### src/rtl/dsp_alu_pkg.sv
// Shared op-code encoding and per-lane flag bit positions for the SIMD DSP ALU.
package dsp_alu_pkg;

    localparam logic [4:0] OpAdd   = 5'b00000;
    localparam logic [4:0] OpSub   = 5'b00001;
    localparam logic [4:0] OpAnd   = 5'b00010;
    localparam logic [4:0] OpOr    = 5'b00011;
    localparam logic [4:0] OpXor   = 5'b00100;
    localparam logic [4:0] OpSll   = 5'b00101;
    localparam logic [4:0] OpSrl   = 5'b00110;
    localparam logic [4:0] OpSra   = 5'b00111;
    localparam logic [4:0] OpSlt   = 5'b01000;
    localparam logic [4:0] OpSltu  = 5'b01001;
    localparam logic [4:0] OpNot   = 5'b01111;
    localparam logic [4:0] OpNeg   = 5'b10000;
    localparam logic [4:0] OpInc   = 5'b10001;
    localparam logic [4:0] OpDec   = 5'b10010;
    localparam logic [4:0] OpEq    = 5'b10011;
    localparam logic [4:0] OpNe    = 5'b10100;
    localparam logic [4:0] OpSat   = 5'b10101;
    localparam logic [4:0] OpClip  = 5'b10110;
    localparam logic [4:0] OpRound = 5'b10111;

    localparam int unsigned NumFlags  = 4;
    localparam int unsigned FlagZero  = 0;
    localparam int unsigned FlagOvf   = 1;
    localparam int unsigned FlagCarry = 2;
    localparam int unsigned FlagNeg   = 3;

endpackage

### src/rtl/dsp_alu_lane.sv
// Combinational single-lane DSP ALU: computes a LANE_W+1 bit raw result, applies optional
// signed saturation and derives the {neg,carry,ovf,zero} flags.
module dsp_alu_lane
    import dsp_alu_pkg::*;
#(
    parameter int unsigned LANE_W = 16
) (
    input  logic [LANE_W-1:0]   a_i,
    input  logic [LANE_W-1:0]   b_i,
    input  logic [4:0]          op_i,
    input  logic                sat_i,
    output logic [LANE_W-1:0]   result_o,
    output logic [NumFlags-1:0] flags_o
);

    localparam int unsigned Msb  = LANE_W - 1;
    localparam int unsigned ShW  = $clog2(LANE_W);
    localparam int unsigned HalfW = LANE_W / 2;

    localparam logic [LANE_W-1:0] MaxPos = {1'b0, {(LANE_W-1){1'b1}}};
    localparam logic [LANE_W-1:0] MinNeg = {1'b1, {(LANE_W-1){1'b0}}};
    // Signed range of a half-width value, sign-extended to the lane.
    localparam logic signed [LANE_W-1:0] SatHi = {{(HalfW+1){1'b0}}, {(HalfW-1){1'b1}}};
    localparam logic signed [LANE_W-1:0] SatLo = {{(HalfW+1){1'b1}}, {(HalfW-1){1'b0}}};

    logic [LANE_W:0]        raw;
    logic [LANE_W-1:0]      res;
    logic                   carry;
    logic                   ovf;
    logic                   valid_op;
    logic [ShW-1:0]         shamt;
    logic signed [LANE_W:0] a_x;
    logic signed [LANE_W:0] b_x;
    logic signed [LANE_W:0] lim;
    logic signed [LANE_W:0] nlim;

    always_comb begin
        raw      = '0;
        carry    = 1'b0;
        ovf      = 1'b0;
        valid_op = 1'b1;
        shamt    = b_i[ShW-1:0];
        a_x      = {a_i[Msb], a_i};
        b_x      = {b_i[Msb], b_i};
        lim      = b_x[LANE_W] ? -b_x : b_x;
        nlim     = -lim;

        case (op_i)
            OpAdd: begin
                raw   = {1'b0, a_i} + {1'b0, b_i};
                carry = raw[LANE_W];
                ovf   = (a_i[Msb] == b_i[Msb]) && (raw[Msb] != a_i[Msb]);
            end
            OpSub: begin
                raw   = {1'b0, a_i} - {1'b0, b_i};
                carry = ~raw[LANE_W];
                ovf   = (a_i[Msb] != b_i[Msb]) && (raw[Msb] != a_i[Msb]);
            end
            OpAnd:  raw = {1'b0, a_i & b_i};
            OpOr:   raw = {1'b0, a_i | b_i};
            OpXor:  raw = {1'b0, a_i ^ b_i};
            OpNot:  raw = {1'b0, ~a_i};
            OpSll:  raw = {1'b0, a_i << shamt};
            OpSrl:  raw = {1'b0, a_i >> shamt};
            OpSra:  raw = {1'b0, $signed(a_i) >>> shamt};
            OpSlt:  raw = {{LANE_W{1'b0}}, ($signed(a_i) < $signed(b_i))};
            OpSltu: raw = {{LANE_W{1'b0}}, (a_i < b_i)};
            OpEq:   raw = {{LANE_W{1'b0}}, (a_i == b_i)};
            OpNe:   raw = {{LANE_W{1'b0}}, (a_i != b_i)};
            OpNeg: begin
                raw = '0 - {1'b0, a_i};
                ovf = (a_i == MinNeg);
            end
            OpInc: begin
                raw   = {1'b0, a_i} + {{LANE_W{1'b0}}, 1'b1};
                carry = raw[LANE_W];
                ovf   = ~a_i[Msb] & raw[Msb];
            end
            OpDec: begin
                raw   = {1'b0, a_i} - {{LANE_W{1'b0}}, 1'b1};
                carry = ~raw[LANE_W];
                ovf   = a_i[Msb] & ~raw[Msb];
            end
            OpRound: begin
                raw = {1'b0, a_i} + {{LANE_W{1'b0}}, a_i[0]};
                ovf = ~a_i[Msb] & raw[Msb];
            end
            OpSat: begin
                if ($signed(a_i) > SatHi) begin
                    raw = {1'b0, SatHi};
                end else if ($signed(a_i) < SatLo) begin
                    raw = {1'b0, SatLo};
                end else begin
                    raw = {1'b0, a_i};
                end
            end
            OpClip: begin
                // lim is one bit wider so that |min negative| is representable.
                if (a_x > lim) begin
                    raw = {1'b0, lim[Msb:0]};
                end else if (a_x < nlim) begin
                    raw = {1'b0, nlim[Msb:0]};
                end else begin
                    raw = {1'b0, a_i};
                end
            end
            default: valid_op = 1'b0;
        endcase

        res = raw[Msb:0];
        // On overflow the wrapped sign bit is the inverse of the true sign.
        if (sat_i && ovf) begin
            res = raw[Msb] ? MaxPos : MinNeg;
        end

        result_o = res;
        flags_o  = '0;
        if (valid_op) begin
            flags_o[FlagNeg]   = res[Msb];
            flags_o[FlagCarry] = carry;
            flags_o[FlagOvf]   = ovf;
            flags_o[FlagZero]  = (res == '0);
        end
    end

endmodule

### src/rtl/simd_dsp_alu_pipe.sv
// Two-stage SIMD DSP ALU with valid/ready on both sides. Optional sticky overflow status is
// built when DSP_ALU_STICKY_EN is defined.
module simd_dsp_alu_pipe
    import dsp_alu_pkg::*;
#(
    parameter int unsigned XLEN   = 32,
    parameter int unsigned LANE_W = 16
) (
    input  logic                         clk,
    input  logic                         rst,
    input  logic                         in_valid,
    output logic                         in_ready,
    input  logic [XLEN-1:0]              in_a,
    input  logic [XLEN-1:0]              in_b,
    input  logic [4:0]                   in_op,
    input  logic                         in_sat,
    output logic                         out_valid,
    input  logic                         out_ready,
    output logic [XLEN-1:0]              out_result,
    output logic [4*(XLEN/LANE_W)-1:0]   out_flags
`ifdef DSP_ALU_STICKY_EN
    ,
    input  logic                         clr_sticky,
    output logic                         ovf_sticky
`endif
);

    localparam int unsigned LANES = XLEN / LANE_W;

    if (((LANE_W != 8) && (LANE_W != 16) && (LANE_W != 32)) || ((XLEN % LANE_W) != 0))
    begin : g_bad_cfg
        $error("simd_dsp_alu_pipe: LANE_W must be 8, 16 or 32 and divide XLEN");
    end

    logic                         s1_v_q, s1_v_d;
    logic [XLEN-1:0]              s1_a_q, s1_a_d;
    logic [XLEN-1:0]              s1_b_q, s1_b_d;
    logic [4:0]                   s1_op_q, s1_op_d;
    logic                         s1_sat_q, s1_sat_d;
    logic                         s2_v_q, s2_v_d;
    logic [XLEN-1:0]              res_q, res_d;
    logic [NumFlags*LANES-1:0]    flags_q, flags_d;
    logic                         s1_adv, s2_adv;
    logic [XLEN-1:0]              lane_res;
    logic [NumFlags*LANES-1:0]    lane_flags;

    for (genvar i = 0; i < LANES; i++) begin : g_lane
        dsp_alu_lane #(
            .LANE_W (LANE_W)
        ) u_lane (
            .a_i      (s1_a_q[i*LANE_W +: LANE_W]),
            .b_i      (s1_b_q[i*LANE_W +: LANE_W]),
            .op_i     (s1_op_q),
            .sat_i    (s1_sat_q),
            .result_o (lane_res[i*LANE_W +: LANE_W]),
            .flags_o  (lane_flags[i*NumFlags +: NumFlags])
        );
    end

    always_comb begin
        s2_adv   = ~s2_v_q | out_ready;
        s1_adv   = ~s1_v_q | s2_adv;

        s1_v_d   = s1_v_q;
        s1_a_d   = s1_a_q;
        s1_b_d   = s1_b_q;
        s1_op_d  = s1_op_q;
        s1_sat_d = s1_sat_q;
        s2_v_d   = s2_v_q;
        res_d    = res_q;
        flags_d  = flags_q;

        if (s1_adv) begin
            s1_v_d = in_valid;
            if (in_valid) begin
                s1_a_d   = in_a;
                s1_b_d   = in_b;
                s1_op_d  = in_op;
                s1_sat_d = in_sat;
            end
        end

        if (s2_adv) begin
            s2_v_d = s1_v_q;
            if (s1_v_q) begin
                res_d   = lane_res;
                flags_d = lane_flags;
            end
        end
    end

    always_ff @(posedge clk or posedge rst) begin
        if (rst) begin
            s1_v_q   <= 1'b0;
            s1_a_q   <= '0;
            s1_b_q   <= '0;
            s1_op_q  <= '0;
            s1_sat_q <= 1'b0;
            s2_v_q   <= 1'b0;
            res_q    <= '0;
            flags_q  <= '0;
        end else begin
            s1_v_q   <= s1_v_d;
            s1_a_q   <= s1_a_d;
            s1_b_q   <= s1_b_d;
            s1_op_q  <= s1_op_d;
            s1_sat_q <= s1_sat_d;
            s2_v_q   <= s2_v_d;
            res_q    <= res_d;
            flags_q  <= flags_d;
        end
    end

    assign in_ready   = s1_adv;
    assign out_valid  = s2_v_q;
    assign out_result = res_q;
    assign out_flags  = flags_q;

`ifdef DSP_ALU_STICKY_EN
    logic sticky_q, sticky_d;
    logic any_ovf;

    always_comb begin
        any_ovf = 1'b0;
        for (int unsigned i = 0; i < LANES; i++) begin
            any_ovf = any_ovf | flags_q[i*NumFlags + FlagOvf];
        end
        sticky_d = sticky_q;
        if (clr_sticky) begin
            sticky_d = 1'b0;
        end
        if (s2_v_q && out_ready && any_ovf) begin
            sticky_d = 1'b1;
        end
    end

    always_ff @(posedge clk or posedge rst) begin
        if (rst) begin
            sticky_q <= 1'b0;
        end else begin
            sticky_q <= sticky_d;
        end
    end

    assign ovf_sticky = sticky_q;
`endif

endmodule
### config.mk
export PLATFORM = sky130hd
export DESIGN_NAME = simd_dsp_alu_pipe
export DESIGN_NICKNAME = d
export VERILOG_FILES = /design/src/rtl/dsp_alu_pkg.sv /design/src/rtl/dsp_alu_lane.sv /design/src/rtl/simd_dsp_alu_pipe.sv
export SDC_FILE = /design/constraint.sdc
export NUM_CORES = 1
export LEC_CHECK = 0
export ABC_AREA = 1
export CAP_MARGIN = 5
export CORE_ASPECT_RATIO = 0.5
export CORE_MARGIN = 2
export CORE_UTILIZATION = 37
export CTS_BUF_LIST = sky130_fd_sc_hd__clkbuf_4 sky130_fd_sc_hd__clkbuf_8
export DETAILED_ROUTE_END_ITERATION = 6
export GPL_TIMING_DRIVEN = 0
export PLACE_DENSITY = 0.63
export SETUP_SLACK_MARGIN = 0.3
export SYNTH_ARGS = -nofsm -noshare
export SYNTH_HDL_FRONTEND = slang
export SYNTH_SLANG_ARGS = --single-unit
### constraint.sdc
create_clock -name clk -period 7.23 [get_ports clk]
set_clock_uncertainty 0.2 [all_clocks]
set_input_delay 1.8075 -clock clk [delete_from_list [all_inputs] [get_ports clk]]
set_output_delay 1.8075 -clock clk [all_outputs]
set_load 0.1 [all_outputs]
==> implementation parameters <==
Parameter                              Value

Outcome
  Outcome    completed

Pwr
  Switching power total    around 3.4 mW
  Switching share of power    between 60% and 70%
  Pwr/cell area    approximately 270 nW/um2
  P_leak    slightly below 10 nW
  Maximum ir drop on the vdd rail    ~0.22 mV
  Share of total power in combinational logic    73.8%
  Internal power summed over all cells    1.978 mW
  Clock share of power    between 8 and 9%
  Sequential cell fraction of total power    between 10% and 20%

Critical path
  Type of destination of the critical path    flop
  Register-to-register path setup slack    between 0.7 and 0.8 ns
  Worst reg2reg endpoint    out_flags[4]
  Cell type of the slowest stage on the worst timing path    dfrtp_1
  Top cell by count, worst path    nand2_1
  Logic depth of the worst register-to-register path    32
  Arrival time worst endpoint    6.58 ns
  Kind of critical path    flop to flop
  Type of origin of the critical path    flop
  Worst-path fanout max    13
  RR Startpoint    s1_b_q[16]
  Largest stage delay, worst path    between 0.5 and 0.6 ns
  CP required    7.35 ns

Clock tree
  Cts-stage hold buffer count    0
  Clock-pin slew on the worst setup and hold paths    between 0.15 and 0.2 ns
  Number of gates resized after cts    0
  CTS tree    built
  Setup repair bufs after CTS    0
  CTS Sinks    112
  Deepest level of the CTS H-tree    3
  TritonCTS buffer count    9
  Clk Latency, worst-skew pair    0.47 ns
  Maximum clock path buffer count    2
  Clock Root Buffer    clkbuf_8

Synth
  Post-synthesis simple-gate area fraction    between 30% and 40%
  Adder-cell share of the synthesized area    12.35%
  Number of library cell types mapped by synthesis    between 70 and 80
  Share of synthesized area spent on multiplexers    less than 1%
  Post-synthesis instance area    around 18000 um2
  Synthesized-area fraction occupied by ao, oa, aoi and oai cells    between 20% and 30%
  Number of enable-type register cells in the synthesized netlist    0
  Leading register cell type out of synthesis    dfrtp_1
  Yosys warnings    0
  Number of cells produced by synthesis    slightly above 3000
  Share of synthesized area occupied by flip-flops and latches    15.51%
  Dominant combinational cell family by area after synthesis    simple AND/OR/NAND/NOR gates
  Xor-xnor portion of the synthesized cell area    approximately 2.7%
  Post-synthesis area per instance    slightly below 6 um2
  Proportion of register bits with asynchronous set or reset after synthesis    100.0%
  Register bit total from synthesis    112

Cells and area
  Net count reported at finish    approximately 3400
  Area added between synthesis and finish    12.26%
  Share of final-layout standard cells stronger than drive strength 1    roughly 5.9%
  Post-route cell area    slightly above 20000 um2
  Layout Cells excl Fill    between 3000 and 4000

Timing
  Final-report hold violation count    0
  Clock period minus worst slack    around 6.5 ns
  Minimum setup slack in the final design    0.7648 ns
  Share of the clock period used by the worst path after layout    approximately 90%
  Maximum clock rate    ~150 MHz
  Post-route setup TNS    0 ns
  Final setup violation count    0
  RSZ-0062 raised after global routing    no
  Actual transition at the worst max-transition pin    ~1.4 ns
  Final Max Slew Viols    0
  Slew headroom    9.400%

Route
  Iter 0 DRT Violations    3754
  Number of optimization iterations in the first detailed-route pass    6
  Aggregate routed wire length    roughly 110000 um
  Post-DR wirelength/cell    27.39 um
  Antenna Violating Nets Remaining    0
  Detailed-route vias per instance    slightly above 6
  Overall via count from detail_route    23500
  Number of DRC violations after detailed routing    0

Floorplan
  Initial standard-cell utilization of the core    37.37%
  Die Height    between 150 and 200 um
  Site Rows    57
  Die Wd    between 300 and 400 um
  IO Pins    roughly 120
  Core region area    48350 um2
  Die area    50730 um2

Placed design
  Placer Congestion    approximately 1.1
  Worst slack, placed    between 0.6 and 0.7 ns
  Placed cell areas    approximately 20000 um2
  PortBufs    roughly 120
  Count of placed standard cells including taps    3814
  Estimated wirelength of the detail-placed design    about 83000 um

GRT
  Global route total overflow    0
  Largest net degree at the start of global routing    89
  Via count of the first global-routing pass    roughly 21000
  Antenna violations before repair    7
  Global-route total usage across every layer    approximately 40%
  First-pass GRT wire length    148700 um

Hold path
  Class of the tightest hold or removal check    flop to flop
  Worst hold path endpoint    out_flags[6]
  Hold depth    2
  Hold_sp    out_flags[6]

Flow run
  Max-Cap Viols    0
==> metrics by stage <==
stage               power, mW  utilization (%)  hold slack [ns]
global placement        4.809            41.44           0.2664
CTS                     5.264            41.90           0.2917
finish                  5.392            41.95           0.2916
floorplan               3.539                -           0.3434
detailed placement      4.804            41.50           0.2647
global route            5.694            41.93           0.3256
==> layout by cell type (no fill, tap or decap), drive strengths merged, types with 8 or more instances in the layout <==
master,count
nand2,802
a31oi,29
nand4,50
a21oi,276
xor2,47
o21a,12
mux2i,8
clkinv,16
nor2,368
or2,11
o21ai,227
dfrtp,112
a221oi,14
o31ai,11
clkdlybuf4s50,115
inv,282
nor3,55
o221ai,9
clkbuf,89
o22ai,54
ha,172
o211ai,17
o2111ai,11
buf,63
nand3,233
nor4,21
==> synthesized netlist by cell type (all sizes together), types with 8 or more instances <==
library cell	n	share of area (%)
nand2	802	17
nor2	368	8.1
inv	280	5.8
a21oi	276	7.6
nand3	233	6.6
o21ai	227	6.3
ha	172	12
dfrtp	112	16
clkbuf	78	1.6
buf	63	1.9
nor3	55	1.6
o22ai	54	1.9
nand4	50	1.8
xor2	47	2.5
a31oi	29	1.0
nor4	21	0.73
o211ai	17	0.71
a221oi	14	0.68
clkinv	14	0.33
o21a	12	0.50
o2111ai	11	0.53
o31ai	11	0.46
or2	11	0.38
o221ai	9	0.44
mux2i	8	0.44
==> per-layer routing <==
| layer | share of wire (%) | track usage [%] | vias up |
|---|---|---|---|
| li1 | - | - | 10570 |
| met1 | 44 | 57.88 | 11240 |
| met2 | 41 | 59.79 | 1463 |
| met3 | 11 | 7.922 | 232 |
| met4 | 3.9 | 13.61 | 2 |
| met5 | 0.012 | 0 | - |
==> state kept, by name, summed over array words and instances (netlist names) <==
| name | cells |
|---|---|
| out_result | 32 |
| s1_a_q | 32 |
| s1_b_q | 32 |
| out_flags | 8 |
| s1_op_q | 5 |
| out_valid | 1 |
| s1_sat_q | 1 |
| s1_v_q | 1 |
==> cell type report <==
cell class                 count  area (um2)
tap                          649       812.0
inverter                     294        1117
clock buffer                   9       123.9
multi-input combinational   2502       13510
antenna                        4       10.01
clock inverter                 6       67.56
sequential                   112        2804
buffer                       141       651.9
fill                        5508       28070
timing repair buffer         117        1186
==> how the worst max path moves through the flow <==
stage	from	endpoint	slack, ns	depth (start not counted)
6_report	s1_b_q[16]	out_flags[4]	0.76	32
5_1_grt	s1_b_q[16]	out_flags[4]	0.34	33
4_1_cts	s1_b_q[16]	out_flags[4]	0.55	33
3_5_place_dp	s1_b_q[16]	out_flags[4]	0.65	33
3_3_place_gp	rst	s1_b_q[20]	0.21	2
2_1_floorplan	rst	out_flags[0]	2.26	1
==> power by group through the flow <==
stage	logic [mW]	registers [mW]	clock network [mW]
floorplan	2.06	1.48	0
global placement	3.85	0.963	0
detailed placement	3.84	0.963	0
CTS	3.86	0.950	0.456
global route	4.25	0.970	0.476
finish	3.98	0.959	0.452
==> logic make-up after synthesis <==
family                     Yosys count
adders and majority gates          176
muxes                               10
and+or+nand+nor                   1558
AOI/OAI and AO/OA                  704
other                                1
xor gates and xnor gates            52
buffers and inverters              435
DFF                                112
==> worst max-delay path, delay by kind of cell (launching register included) <==
kind	cells	cell delay [ns]
buf+inv	5	1.34
flops	1	0.52
simple gates	21	2.81
fa+ha+maj	3	0.93
compound gates	3	0.50
Note: power is estimated with default switching activity, not from simulation.
